--- src/rtl/div_pkg.sv ---
// Shared types and constants for the divided-clock measurement blocks.
package div_pkg;

    typedef enum logic [2:0] {
        IDLE,
        ARMED,
        TRACK,
        LOCKED,
        LOST
    } meas_state_e;

    localparam int unsigned MIN_PERIOD = 2;

endpackage

--- src/rtl/div_sync_edge.sv ---
// Synchronizes an asynchronous level into clk and flags its rising/falling edges.
module div_sync_edge #(
    parameter int unsigned SYNC_STAGES = 2
) (
    input  logic clk,
    input  logic rst,
    input  logic d_async,
    output logic d_sync,
    output logic rise,
    output logic fall
);

    logic [SYNC_STAGES-1:0] sync_q;
    logic                   dly_q;

    always_ff @(posedge clk) begin
        if (rst) begin
            sync_q <= '0;
            dly_q  <= 1'b0;
        end else begin
            sync_q <= {sync_q[SYNC_STAGES-2:0], d_async};
            dly_q  <= sync_q[SYNC_STAGES-1];
        end
    end

    assign d_sync = sync_q[SYNC_STAGES-1];
    assign rise   = d_sync & ~dly_q;
    assign fall   = ~d_sync & dly_q;

endmodule

--- src/rtl/div_ratio_meas.sv ---
// Measures period and high time of a slow/divided clock, tracks lock and loss.
module div_ratio_meas
    import div_pkg::*;
#(
    parameter int unsigned CNT_W       = 16,
    parameter int unsigned SYNC_STAGES = 2,
    parameter int unsigned LOCK_CNT    = 4,
    parameter int unsigned TIMEOUT     = 1024
) (
    input  logic             clk,
    input  logic             rst,
    input  logic             en,
    input  logic             div_in,
    output logic [CNT_W-1:0] period,
    output logic [CNT_W-1:0] high_time,
    output logic             period_vld,
    output logic             locked,
    output logic             ratio_err,
    output logic             lost
);

    localparam logic [CNT_W-1:0] CNT_MAX   = '1;
    localparam logic [CNT_W-1:0] TMO       = CNT_W'(TIMEOUT);
    localparam logic [3:0]       LOCK_LAST = 4'(LOCK_CNT - 1);

    meas_state_e      state_q;
    logic [3:0]       match_q;
    logic [CNT_W-1:0] cnt_q, cnt_d, hcnt_q, hcnt_d;
    logic [CNT_W-1:0] period_q, high_q;
    logic             vld_q, locked_q, err_q, lost_q;
    logic             s_sync, rise, sync_fall_unused;
    logic             timeout, same;

    div_sync_edge #(
        .SYNC_STAGES(SYNC_STAGES)
    ) u_sync (
        .clk    (clk),
        .rst    (rst),
        .d_async(div_in),
        .d_sync (s_sync),
        .rise   (rise),
        .fall   (sync_fall_unused)
    );

    // A rise in the same cycle as the timeout always wins.
    assign timeout = (cnt_q == TMO) && !rise;
    assign same    = (cnt_q == period_q);

    always_comb begin
        cnt_d  = cnt_q;
        hcnt_d = hcnt_q;
        if (!en || state_q == IDLE) begin
            cnt_d  = '0;
            hcnt_d = '0;
        end else if (rise) begin
            cnt_d  = CNT_W'(1);
            hcnt_d = CNT_W'(1);
        end else begin
            if (cnt_q != CNT_MAX) cnt_d = cnt_q + CNT_W'(1);
            if (s_sync && hcnt_q != CNT_MAX) hcnt_d = hcnt_q + CNT_W'(1);
        end
    end

    always_ff @(posedge clk) begin
        if (rst) begin
            cnt_q  <= '0;
            hcnt_q <= '0;
        end else begin
            cnt_q  <= cnt_d;
            hcnt_q <= hcnt_d;
        end
    end

    always_ff @(posedge clk) begin
        if (rst) begin
            state_q  <= IDLE;
            match_q  <= '0;
            period_q <= '0;
            high_q   <= '0;
            vld_q    <= 1'b0;
            locked_q <= 1'b0;
            err_q    <= 1'b0;
            lost_q   <= 1'b0;
        end else begin
            vld_q <= 1'b0;
            err_q <= 1'b0;
            if (!en) begin
                state_q  <= IDLE;
                match_q  <= '0;
                locked_q <= 1'b0;
                lost_q   <= 1'b0;
            end else begin
                unique case (state_q)
                    IDLE: state_q <= ARMED;
                    ARMED, LOST: begin
                        if (rise) begin
                            state_q <= TRACK;
                            match_q <= '0;
                            lost_q  <= 1'b0;
                        end else if (timeout && state_q == ARMED) begin
                            state_q <= LOST;
                            lost_q  <= 1'b1;
                        end
                    end
                    TRACK: begin
                        if (rise) begin
                            period_q <= cnt_q;
                            high_q   <= hcnt_q;
                            vld_q    <= 1'b1;
                            if (!same) begin
                                match_q <= '0;
                            end else if (match_q == LOCK_LAST) begin
                                match_q  <= match_q + 4'd1;
                                state_q  <= LOCKED;
                                locked_q <= 1'b1;
                            end else begin
                                match_q <= match_q + 4'd1;
                            end
                        end else if (timeout) begin
                            state_q <= LOST;
                            lost_q  <= 1'b1;
                        end
                    end
                    LOCKED: begin
                        if (rise) begin
                            period_q <= cnt_q;
                            high_q   <= hcnt_q;
                            vld_q    <= 1'b1;
                            if (!same) begin
                                err_q    <= 1'b1;
                                locked_q <= 1'b0;
                                match_q  <= '0;
                                state_q  <= TRACK;
                            end
                        end else if (timeout) begin
                            state_q  <= LOST;
                            lost_q   <= 1'b1;
                            locked_q <= 1'b0;
                        end
                    end
                    default: state_q <= IDLE;
                endcase
            end
        end
    end

    assign period     = period_q;
    assign high_time  = high_q;
    assign period_vld = vld_q;
    assign locked     = locked_q;
    assign ratio_err  = err_q;
    assign lost       = lost_q;

endmodule
--- config.mk ---
export PLATFORM = sky130hd
export DESIGN_NAME = div_ratio_meas
export DESIGN_NICKNAME = d
export VERILOG_FILES = /design/src/rtl/div_pkg.sv /design/src/rtl/div_sync_edge.sv /design/src/rtl/div_ratio_meas.sv
export SDC_FILE = /design/constraint.sdc
export NUM_CORES = 1
export LEC_CHECK = 0
export BUFFER_PORTS_ARGS = -buffer_cell sky130_fd_sc_hd__clkbuf_2
export CAP_MARGIN = 20
export CORE_ASPECT_RATIO = 0.75
export CORE_UTILIZATION = 60
export CTS_BUF_LIST = sky130_fd_sc_hd__clkbuf_4 sky130_fd_sc_hd__clkbuf_8
export CTS_CLUSTER_DIAMETER = 200
export DETAILED_ROUTE_END_ITERATION = 10
export PLACE_DENSITY = 0.92
export RECOVER_POWER = 100
export SYNTH_ARGS = -nofsm -noshare
export SYNTH_HDL_FRONTEND = slang
export SYNTH_SLANG_ARGS = --single-unit
--- constraint.sdc ---
create_clock -name clk -period 3.25 [get_ports clk]
set_input_delay 0.4875 -clock clk [delete_from_list [all_inputs] [get_ports clk]]
set_output_delay 0.4875 -clock clk [all_outputs]
set_load 0.03 [all_outputs]
Word level (Yosys, flattened, before mapping) --
Index checks and enable logic that the tools add are counted.
Cells by class: add/subtract/negate cells 3, multiply operators 0, divide/modulo/power cells 0, $lt $le $gt $ge 0, equal/unequal tests 22, shift-type cells 0, multiplexer cells 33, bitwise gates (word level) 6, reduce and logical (&&, ||, !) cells 24
Operators by type and width (number):
- $add 16x1->16 const B | 2
- $ne 16x16->1 const B | 2
- $mux 3 | 8
- $mux 4 | 5
- $eq 16x11->1 const B | 1
- $eq 16x16->1 | 1
- $mux 1 | 16
- $ne 3x3->1 const B | 5
- $ne 2x2->1 const B | 7
- $pmux 3 s4 | 1
- $pmux 4 s3 | 1
- $reduce_and 4->1 | 2
- $reduce_bool 2->1 | 4
- $reduce_or 2->1 | 4
- $eq 3x2->1 const B | 2
- $reduce_and 6->1 | 1
- $reduce_or 3->1 | 2
- $not 1->1 | 5
- $reduce_and 5->1 | 1
- $add 4x1->4 const B | 1
- $eq 4x2->1 const B | 1
- $pmux 1 s2 | 2
- $reduce_or 4->1 | 1
- $eq 3x1->1 const B | 1
- other kinds (9) | 12
Word-level totals: register bits after elaboration 78, latch bits 0, RAM bits 0, bits in read-only memories 0, input port bits 4, output and inout port bits 36, logic and storage cells 102, memories kept 0

Depth between registers and ports, before layout --
Gate-level depths: netlist (run 1).
depth in word-level cells 8, mapped depth 9, gate-level depth less buffers 8

Hierarchy --
A second synthesis (run 1) with hierarchy kept.
Second synthesis, totals: cells, all modules 456, area, all modules 3901.2 µm²
By module, submodules not included:
- div_ratio_meas | instances 1, cells an instance 448, area an instance 3809.9 µm², seq. area each 1501.4 µm²
- div_sync_edge | instances 1, cells an instance 8, area an instance 91.3 µm², seq. area each 60.1 µm²

Worst setup path after synthesis (run 1) --
OpenSTA, ideal clock, no wires.
kind register to register, start point register period_q[1] (netlist: period[1]), end point register state_q[2], setup time 0.072 ns, arrival time 1.765 ns, required time 3.178 ns, path slack 1.413 ns, cell stages (with the launch flop) 7, path buffers 0, cells stage by stage dfxtp_1 -> xor2_1 -> nor4_1 -> nand4_2 -> o32a_1 -> o31ai_2 -> mux2i_1
On the way: longest elaborated chain between the ends 3, elaborated cells on any way between the ends 4, those cells by class 3 x eq/ne; 1 x reduce/logical
RTL lines:
- start, declared | line div_ratio_meas.sv:29 | logic [CNT_W-1:0] period_q, high_q;
- start signal, assigned | line div_ratio_meas.sv:107 | period_q <= cnt_q;
- start signal, assigned | line div_ratio_meas.sv:126 | period_q <= cnt_q;
- $eq 16x16->1 (*) | line div_ratio_meas.sv:47 | assign same = (cnt_q == period_q);
- $ne 3x3->1 (no source line)
- $reduce_and 4->1 (no source line) (*)
- end signal, assigned | line div_ratio_meas.sv:76 | state_q <= IDLE;
- end signal, assigned | line div_ratio_meas.sv:88 | state_q <= IDLE;
- end signal, assigned | line div_ratio_meas.sv:94 | IDLE: state_q <= ARMED;
- end, declared | line div_ratio_meas.sv:26 | meas_state_e state_q;
Mark *: on every way between the ends. The rest lies on a longest branch, timed or not. A chain may end at the register's enable or synchronous reset.

Final worst setup path (run 1) --
start point register u_sync.sync_q[1], end point register high_q[14] (netlist: high_time[14])
On the way: longest elaborated chain between the ends 2
RTL lines:
- start, declared | line div_sync_edge.sv:13 | logic [SYNC_STAGES-1:0] sync_q;
- start signal, assigned | line div_sync_edge.sv:21 | sync_q <= {sync_q[SYNC_STAGES-2:0], d_async};
- $and 1x1->1 | line div_sync_edge.sv:27 | assign rise = d_sync & ~dly_q;
- $reduce_and 3->1 (no source line)
- end signal, assigned | line div_ratio_meas.sv:108 | high_q <= hcnt_q;
- end signal, assigned | line div_ratio_meas.sv:127 | high_q <= hcnt_q;
- end, declared | line div_ratio_meas.sv:29
Every way passes these cells.

==> out/results.ini, run 1 <==
[status]
status=finished, violations left
violations=capacitance limit, slew limit

[routing]
drt_iter0_drc=395
routedWlPerCell_um=15.2
top_layer=met4
avgViaCountPerCell=5.86
via_count=3158
drt-met1-wl_um=3610
post-route-drc-count=0
wl_met3_um=552
wl_um=8200
wl_met2_um=3930
antenna_left=0
dr.pass1.iters=5

[synthesis]
yosys-top-cells-count=nand2_1, dfxtp_1, a21oi_1
yosysSeqAreaShare=0.434
synthesis.instances=430
yosys.area.top_type=dfxtp_1
ys_ff_latch=78
ys_top_cells_by_area=dfxtp_1, nand2_1, xor2_1
synth_nets=438
mappedNetlistArea_um2=3600
syn_avg_cell_area_um2=8.36
ys_types=42
synth_enable_flop_cells=0
synth_ff_type=dfxtp_1
synthArstFlopShare=0
synth_most_common_cell=nand2_1
synth_warnings=0
synth_top_area_frac=0.434

[cts]
h-tree-depth=3
ctsRootBufferMaster=clkbuf_8
clk_latency_ps=360
cts_hold_buf=0
cts_tree=built
clk_pin_slew_ps=80
cts.path.max_buffers=2
cts_setup_buffers=0
clkSinkCount=78
post_cts_resized=0
numCtsBuffers=9

[timing]
fin_skew_ps=9.75
rsz0062_at_grt=no
worst_pin_slew_ps=1670
finalSetupTns_ps=0
period_needed_ps=2550
final_max_slew_viol_count=37
relSlewSlack=-0.111
period_share=0.783
timing.fmax_mhz=393
hold_viol=0
setup_violations=0
setup_ws_ps=704

[global_route]
antenna_found_initial=0
grtUsageTotal=0.276
grt_pass1_vias=3002
overflow=0
grt_max_degree=37
grt_pass1_wl_um=13900

[critical_path]
rr_startpoint=u_sync.sync_q[1]
cp_slowest_cell=clkbuf_1
reg2reg_to=high_time[14]
critical_path_class=reg2reg
cp-end-kind=flip-flop
reg2reg_depth=5
crit_path_max_incr_delay_ps=570
cp_top_family=simple AND/OR/NAND/NOR gates
r2r_slack_ps=700
critPathLaunchType=flip-flop
cp.required_ps=3400
arrival_ps=2700
critPathMaxFanout=22
path_buf_inv=1
cp_cell_sequence=nor2b_1 -> nand3_1 -> clkbuf_1 -> nand2_1 -> a21oi_1

[place]
portBuffers=39
dpl_worst_slack_ps=1160
place.gp.congestion=0.943
hpwlAfterDp_um=5640

[power]
p_leak_nw=1.35
ir_drop_v=0.000320
powerDensity_nw_per_um2=427

[floorplan]
core_area_um2=5800
fp.dieArea_um2=6310
start_util=0.620
io_pins=40
row_count=24
die_h_um=69.0
fp.dieW_um=91.4

[final_layout]
area_delta_synth_final_pct=7.86
n_antenna_cell=0
fin_util=0.669
nNetsFinal=464
drive_gt1_frac=0.0694

[job]
cap_violations=1

[hold_path]
hp-start=div_in
min_path_type=in2reg
hold_path_end=u_sync.sync_q[0]
hold_depth=2

[placed cells by master (no fill, tap or decap), types with 4 or more instances in the layout]
cell type,n
nand2_1,82
dfxtp_1,78
a21oi_1,46
clkbuf_1,40
nor2_1,38
xor2_1,28
xnor2_1,12
nand3_1,12
o21ai_0,10
clkbuf_8,9
inv_1,8
nor2b_1,8
nand4_1,8
and3_1,7
or3_1,7
nor3_1,6
and4_1,6
nor4_2,5
nor4b_1,4
mux2i_1,4
ha_1,4
[cell type report]
| class | count | area [um2] |
|---|---|---|
| Inverter | 8 | 30.0 |
| Sequential cell | 78 | 1560 |
| Timing Repair Buffer | 43 | 168 |
| Tap cell | 78 | 97.6 |
| Multi-Input combinational cell | 316 | 1850 |
| Clock buffer | 10 | 131 |
| Clock inverter | 6 | 38.8 |
| Fill cell | 481 | 1920 |
[state kept, by name (all words and copies together) (netlist names), 2 cells and up]
| name | cells |
|---|---|
| period | 16 |
| hcnt_q | 16 |
| high_time | 16 |
| state_q | 3 |
| u_sync.sync_q | 2 |
| match_q | 4 |
| cnt_q | 16 |
[layer usage]
metal  GRT usage  vias to the layer above
met1       0.339                     1504
li1            -                     1513
met3      0.0993                       14
met2       0.452                      127
met4      0.0882                        0
met5           0                        -
[power breakdown]
group	internal, mW	switching, mW
sequential	0.959	0.0101
combinational	0.0186	0.0364
clock	0.282	0.348
[cell families after synthesis]
kind of cell / after synthesis / synth area share
simple gates: 197 / 0.283
fa+ha+maj: 4 / 0.0139
flops: 78 / 0.434
xor+xnor: 40 / 0.0974
buf+inv: 36 / 0.0473
compound gates: 71 / 0.113
mux: 4 / 0.0111
[stage by stage]
stage,std cells,area (um2),hold WS (ps),power (mW)
after floorplan,430,3600,414,1.03
after global placement,523,3780,415,1.04
after detailed placement,523,3780,446,1.05
after CTS,539,3950,346,1.67
after global routing,539,3880,364,1.72
final,539,3880,349,1.65
[worst max-delay path by stage]
stage / startpoint / endpoint / slack [ps] / cells after the start
global placement: u_sync.sync_q[1] / period[13] / 1250 / 5
floorplan: period[1] / state_q[2] / 1410 / 6
finish: u_sync.sync_q[1] / high_time[14] / 700 / 5
global route: u_sync.sync_q[1] / high_time[14] / 480 / 5
CTS: u_sync.sync_q[1] / high_time[14] / 1120 / 5
detailed placement: u_sync.sync_q[1] / high_time[14] / 1160 / 5
(Power assumes the default switching activity.)
==> run 2: changes to the inputs <==
CORE_UTILIZATION = 55   (was 60)
PLACE_DENSITY = 0.9   (was 0.92)
clock period = 2.3 ns   (was 3.25 ns; I/O delays follow)
==> run 2 against run 1 <==
Effect of this change: critical path depth rose by 1; wire length fell by 4.2%; largest power group unchanged; critical path type unchanged; non-clock buffer count rose by 1; clock-buffer cell count rose by 1; the flow still finishes with violations (capacitance limit, slew limit); cell count rose by 0.74%; register-to-register slack got worse by 540 ps; global-route usage fell by 2.8 points.
==> out/results.ini, run 2 (same netlist as run 1, synthesis figures left out) <==
[cts]
clk_latency_ps=350  ; was 360 ps
h-tree-depth=3  ; unchanged
clk_pin_slew_ps=70  ; was 80 ps
cts_hold_buf=0  ; unchanged
cts_setup_buffers=0  ; unchanged
clkSinkCount=78  ; unchanged
cts_tree=built  ; unchanged
ctsRootBufferMaster=clkbuf_8  ; unchanged
numCtsBuffers=9  ; unchanged
cts.path.max_buffers=2  ; unchanged
post_cts_resized=0  ; unchanged

[power]
swShare=0.227  ; was 0.238
p_switching_uw=531  ; was 394 uW
intPower_mw=1.81  ; was 1.26 mW
power_frac_comb=0.033  ; about the same
clockPowerShare=0.381  ; about the same
powerDensity_nw_per_um2=600  ; was 427 nW/um2
ir_drop_v=0.000468  ; was 0.000320 V
p_leak_nw=1.38  ; was 1.35 nW
power_frac_seq=0.586  ; about the same

[global_route]
grt-busiest-layer=met2  ; unchanged
overflow=0  ; unchanged
met2_usage=0.394  ; was 0.452
grt_pass1_wl_um=13200  ; was 13900 um
antenna_found_initial=0  ; unchanged
grt_max_degree=37  ; unchanged
grt_pass1_vias=2827  ; was 3002
grtUsageTotal=0.248  ; was 0.276
use_met3=0.0702  ; was 0.0993
met1_usage=0.326  ; was 0.339

[final_layout]
mostFrequentLayoutCells=nand2_1, dfxtp_1, a21oi_1, nor2_1, clkbuf_1  ; was nand2_1, dfxtp_1, a21oi_1, clkbuf_1, nor2_1
area_delta_synth_final_pct=8.39  ; was 7.86%
fill_cells=550  ; was 481
multi_input_area_um2=1860  ; was 1850 um2
nNetsFinal=465  ; was 464
regArea_um2=1560  ; unchanged
mostFrequentLayoutCell=nand2_1  ; unchanged
stdcell_count=543  ; was 539
drive_gt1_frac=0.0801  ; was 0.0694
n_antenna_cell=0  ; unchanged

[critical_path]
startpoint=hcnt_q[6]  ; was u_sync.sync_q[1]
r2r_slack_ps=160  ; was 700 ps
critPathMaxFanout=6  ; was 22
crit_path_max_incr_delay_ps=650  ; was 570 ps
reg2reg_to=hcnt_q[3]  ; was high_time[14]
arrival_ps=2370  ; was 2700 ps
rr_startpoint=hcnt_q[6]  ; was u_sync.sync_q[1]
cp_slowest_cell=o21ai_0  ; was clkbuf_1
cp-end-kind=flip-flop  ; unchanged
critPathLaunchType=flip-flop  ; unchanged
cp.required_ps=2530  ; was 3400 ps
cp_cell_sequence=and4_1 -> nand4_1 -> o21ai_0 -> or3_1 -> xor2_1 -> nor2_1  ; was nor2b_1 -> nand3_1 -> clkbuf_1 -> nand2_1 -> a21oi_1
cp.depth=6  ; was 5
cp_top_family=simple AND/OR/NAND/NOR gates  ; unchanged
path_buf_inv=0  ; was 1
reg2reg_depth=6  ; was 5
critical_path_class=reg2reg  ; unchanged
critical_path.endpoint=hcnt_q[3]  ; was high_time[14]

[timing]
final_max_slew_viol_count=37  ; unchanged
setup_violations=0  ; unchanged
worst_pin_slew_ps=1650  ; was 1670 ps
period_needed_ps=2140  ; was 2550 ps
period_share=0.931  ; was 0.783
hold_viol=0  ; unchanged
rsz0062_at_grt=no  ; unchanged
timing.fmax_mhz=467  ; was 393 MHz
finalSetupTns_ps=0  ; unchanged
relSlewSlack=-0.0989  ; was -0.111
fin_skew_ps=6.84  ; was 9.75 ps

[floorplan]
core_area_um2=6320  ; was 5800 um2
io_pins=40  ; unchanged
fp.dieW_um=95.4  ; was 91.4 um
die_h_um=72.0  ; was 69.0 um
fp.dieArea_um2=6870  ; was 6310 um2
row_count=25  ; was 24
start_util=0.569  ; was 0.620

[hold_path]
min_path_type=in2reg  ; unchanged

[routing]
avgViaCountPerCell=5.64  ; was 5.86
dr.pass1.iters=6  ; was 5
post-route-drc-count=0  ; unchanged
wl_um=7860  ; was 8200 um
antenna_left=0  ; unchanged
via_count=3062  ; was 3158
routedWlPerCell_um=14.5  ; was 15.2 um
drt_iter0_drc=247  ; was 395

[place]
dp.cells=527  ; was 523
place.gp.congestion=0.865  ; was 0.943
hpwlAfterDp_um=5310  ; was 5640 um
portBuffers=39  ; unchanged

[status]
status=finished, violations left  ; unchanged
violations=capacitance limit, slew limit  ; unchanged

[job]
cap_violations=1  ; unchanged

## run 2: cell types whose count changed in the layout (fill, tap and decap cells not counted), sizes merged
cell	change
clkinvlp	-2
clkinv	+1
clkbuf	+2
## run 2: area by class of cell
| cell class | count | share of cell area |
|---|---|---|
| Multi-Input combinational cell | 316 | 0.477 |
| Sequential cell | 78 | 0.401 |
| Timing Repair Buffer | 44 | 0.0453 |
| Clock buffer | 11 | 0.0372 |
| Tap cell | 81 | 0.0260 |
| Inverter | 8 | 0.00770 |
| Clock inverter | 5 | 0.00642 |
## run 2: per-layer routing
layer | wire [um] | vias up
li1 | - | 1512
met1 | 3470 | 1436
met2 | 3760 | 94
met3 | 464 | 20
met4 | 160 | 0
met5 | 0 | -
## run 2: worst reg2reg max path: cells and delay by family (launching register included)
kind                      cells  cell delay [ps]
DFF                           1              430
and+or+nand+nor               4              790
xor gates and xnor gates      1              150
AOI/OAI and AO/OA             1              650
## run 2: worst min-delay path by stage
| stage | from | end | slack, ps | depth (start not counted) |
|---|---|---|---|---|
| after floorplan | u_sync.sync_q[0] | u_sync.sync_q[1] | 410 | 1 |
| after CTS | div_in | u_sync.sync_q[0] | 200 | 2 |
| after global placement | u_sync.sync_q[0] | u_sync.sync_q[1] | 420 | 1 |
| after global routing | div_in | u_sync.sync_q[0] | 210 | 2 |
| final | div_in | u_sync.sync_q[0] | 210 | 2 |
| after detailed placement | u_sync.sync_q[0] | u_sync.sync_q[1] | 430 | 1 |
## run 2: metrics by stage
| step | worst slack (ps) | utilization | hold slack, ps | total power [mW] | cell area [um2] |
|---|---|---|---|---|---|
| finish | 159 | 0.617 | 207 | 2.34 | 3900 |
| global route | 30.6 | 0.617 | 210 | 2.43 | 3900 |
| CTS | 183 | 0.629 | 201 | 2.36 | 3970 |
| detailed placement | 242 | 0.602 | 430 | 1.48 | 3800 |
| global placement | 292 | 0.602 | 418 | 1.48 | 3800 |
| floorplan | 463 | - | 414 | 1.46 | 3600 |
## run 2: power groups by stage
| stage | registers, mW | clock network (mW) | logic [mW] |
|---|---|---|---|
| 2_1_floorplan | 1.39 | 0 | 0.0693 |
| 3_5_place_dp | 1.40 | 0 | 0.0800 |
| 6_report | 1.37 | 0.891 | 0.0773 |
| 3_3_place_gp | 1.40 | 0 | 0.0775 |
| 5_1_grt | 1.37 | 0.975 | 0.0851 |
| 4_1_cts | 1.37 | 0.906 | 0.0805 |
==> run 3: changes to the inputs <==
ABC_AREA = 1   (was default)
PLACE_DENSITY = 0.89   (was 0.9)
==> run 3 against run 2 <==
Effect of this change: the flow still finishes with violations (capacitance limit, slew limit); flip-flop and latch count is the same; clock power is 13% higher; cell count rose by 23%; clock skew grew 4.2 ps; combinational power fell by 15%; wire length up 11%; synthesized area is 7.9% higher; critical path type unchanged; largest cell class unchanged; largest power group unchanged; highest routed layer unchanged.
==> out/results.ini, run 3 <==
[timing]
fin_skew_ps=11.0  ; was 6.84 ps
whs_ps=164  ; was 207 ps
worst_pin_slew_ps=1820  ; was 1650 ps
rsz0062_at_grt=no  ; unchanged
period_share=0.880  ; was 0.931
hold_viol=0  ; unchanged
timing.fmax_mhz=494  ; was 467 MHz
setup_violations=0  ; unchanged
final_max_slew_viol_count=36  ; was 37
finalSetupTns_ps=0  ; unchanged
relSlewSlack=-0.216  ; was -0.0989
period_needed_ps=2020  ; was 2140 ps

[critical_path]
cp.required_ps=2590  ; was 2530 ps
cp-end-kind=flip-flop  ; unchanged
cp_slowest_cell=clkbuf_1  ; was o21ai_0
arrival_ps=2310  ; was 2370 ps
startpoint=state_q[0]  ; was hcnt_q[6]
critPathLaunchType=flip-flop  ; unchanged
crit_path_max_incr_delay_ps=580  ; was 650 ps
critical_path_class=reg2reg  ; unchanged
critPathMaxFanout=16  ; was 6
cpMostUsedCell=nand2_1
rr_startpoint=state_q[0]  ; was hcnt_q[6]
cp_cell_sequence=nor2_1 -> nand2_1 -> nand2_1 -> nor2_4 -> clkbuf_1 -> o21ai_0 -> a21oi_1  ; was and4_1 -> nand4_1 -> o21ai_0 -> or3_1 -> xor2_1 -> nor2_1

[cts]
cts_hold_buf=0  ; unchanged
clk_latency_ps=360  ; was 350 ps
cts.path.max_buffers=2  ; unchanged
cts_tree=built  ; unchanged
h-tree-depth=3  ; unchanged
post_cts_resized=0  ; unchanged
numCtsBuffers=9  ; unchanged
ctsRootBufferMaster=clkbuf_8  ; unchanged
clkSinkCount=78  ; unchanged
clk_pin_slew_ps=80  ; was 70 ps
cts_setup_buffers=0  ; unchanged

[synthesis]
synth_ff_type=dfxtp_1  ; unchanged
synth_nets=544  ; was 438
synthesis.instances=536  ; was 430
synth_top_area_frac=0.402  ; was 0.434
yosysSeqAreaShare=0.402  ; was 0.434
synth_warnings=0  ; unchanged
ys_top_cells_by_area=dfxtp_1, nand2_1, nor2_1  ; was dfxtp_1, nand2_1, xor2_1
yosys.area.top_type=dfxtp_1  ; unchanged
ys_ff_latch=78  ; unchanged
synth_enable_flop_cells=0  ; unchanged
mappedNetlistArea_um2=3880  ; was 3600 um2
synthArstFlopShare=0  ; unchanged
syn_avg_cell_area_um2=7.24  ; was 8.36 um2
yosys-top-cells-count=nand2_1, nor2_1, dfxtp_1  ; was nand2_1, dfxtp_1, a21oi_1
synth_most_common_cell=nand2_1  ; unchanged
ys_types=40  ; was 42

[routing]
post-route-drc-count=0  ; unchanged
antenna_left=0  ; unchanged
wl_um=8720  ; was 7860 um
avgViaCountPerCell=5.31  ; was 5.64
via_count=3537  ; was 3062
routedWlPerCell_um=13.1  ; was 14.5 um
dr.pass1.iters=4  ; was 6
drt_iter0_drc=214  ; was 247

[final_layout]
drive_gt1_frac=0.0808  ; was 0.0801
multi_input_area_um2=1860  ; unchanged
mostFrequentLayoutCells=nand2_1, nor2_1, dfxtp_1, inv_1, clkbuf_1  ; was nand2_1, dfxtp_1, a21oi_1, nor2_1, clkbuf_1
area_delta_synth_final_pct=8.96  ; was 8.39%
n_antenna_cell=0  ; unchanged
final_area_um2=4230  ; was 3900 um2
nNetsFinal=585  ; was 465
mostFrequentLayoutCell=nand2_1  ; unchanged
fill_cells=646  ; was 550
regArea_um2=1560  ; unchanged

[power]
powerDensity_nw_per_um2=575  ; was 600 nW/um2
p_leak_nw=1.69  ; was 1.38 nW
ir_drop_v=0.000351  ; was 0.000468 V

[global_route]
grt_max_degree=36  ; was 37
overflow=0  ; unchanged
antenna_found_initial=0  ; unchanged
grtUsageTotal=0.245  ; was 0.248
grt_pass1_wl_um=14300  ; was 13200 um
grt_pass1_vias=3129  ; was 2827

[hold_path]
hp-start=div_in  ; unchanged
min_path_type=in2reg  ; unchanged

[place]
place.gp.congestion=0.883  ; was 0.865
placed_cell_area_um2=4140  ; was 3800 um2
portBuffers=39  ; unchanged
hpwlAfterDp_um=6380  ; was 5310 um

[job]
cap_violations=1  ; unchanged

[floorplan]
fp.dieArea_um2=7400  ; was 6870 um2
row_count=26  ; was 25
die_h_um=74.8  ; was 72.0 um
core_area_um2=6830  ; was 6320 um2
start_util=0.568  ; was 0.569
io_pins=40  ; unchanged
fp.dieW_um=99  ; was 95.4 um

[status]
status=finished, violations left  ; unchanged
violations=capacitance limit, slew limit  ; unchanged

-- run 3: worst paths after layout --
kind / slack (ps) / depth (start not counted) / endpoint
hold / removal: 160 / 3 / u_sync.sync_q[0]
setup reg to reg: 280 / 7 / hcnt_q[9]
setup / recovery: 280 / 7 / hcnt_q[9]
hold reg to reg: 430 / 2 / u_sync.sync_q[1]
-- run 3: where the power goes --
group          total [mW]  switching (mW)  leakage (nW)  internal, mW
Combinational      0.0655          0.0493         0.962        0.0162
Clock                1.01           0.514        0.0948         0.493
Sequential           1.36         0.00593         0.629          1.35
-- run 3: worst max-delay path, delay by kind of cell, from the launching register on --
family	cells	cell delay, ps
flops	1	500
simple gates	4	480
buf+inv	1	580
compound gates	2	400
-- run 3: metrics by stage --
stage / utilization / setup slack [ps] / cells / total power, mW
final: 0.619 / 276 / 666 / 2.43
after detailed placement: 0.606 / 411 / 650 / 1.46
after CTS: 0.634 / 370 / 666 / 2.45
after global routing: 0.619 / 130 / 666 / 2.52
after global placement: 0.606 / 489 / 650 / 1.46
after floorplan: - / 725 / 536 / 1.44
-- run 3: per-layer routing --
layer  part of all wire  track usage  wire length, um
met5                  0            0                0
met4              0.018       0.0945              157
met3              0.058       0.0631              507
met2               0.45        0.402             3920
met1               0.47        0.317             4140
-- run 3: cell type report --
type	count	share of cell area
Tap cell	84	0.0249
Sequential cell	78	0.369
Timing Repair Buffer	43	0.0464
Clock buffer	9	0.0293
Multi-Input combinational cell	360	0.439
Clock inverter	7	0.0154
Inverter	85	0.0754
-- run 3: kinds of logic after synthesis --
logic type | count (synthesis) | share of synthesized area
DFF | 78 | 0.402
adders and majority gates | 4 | 0.0129
and+or+nand+nor | 268 | 0.310
AOI/OAI and AO/OA | 75 | 0.139
buffers and inverters | 98 | 0.106
xor gates and xnor gates | 13 | 0.0293
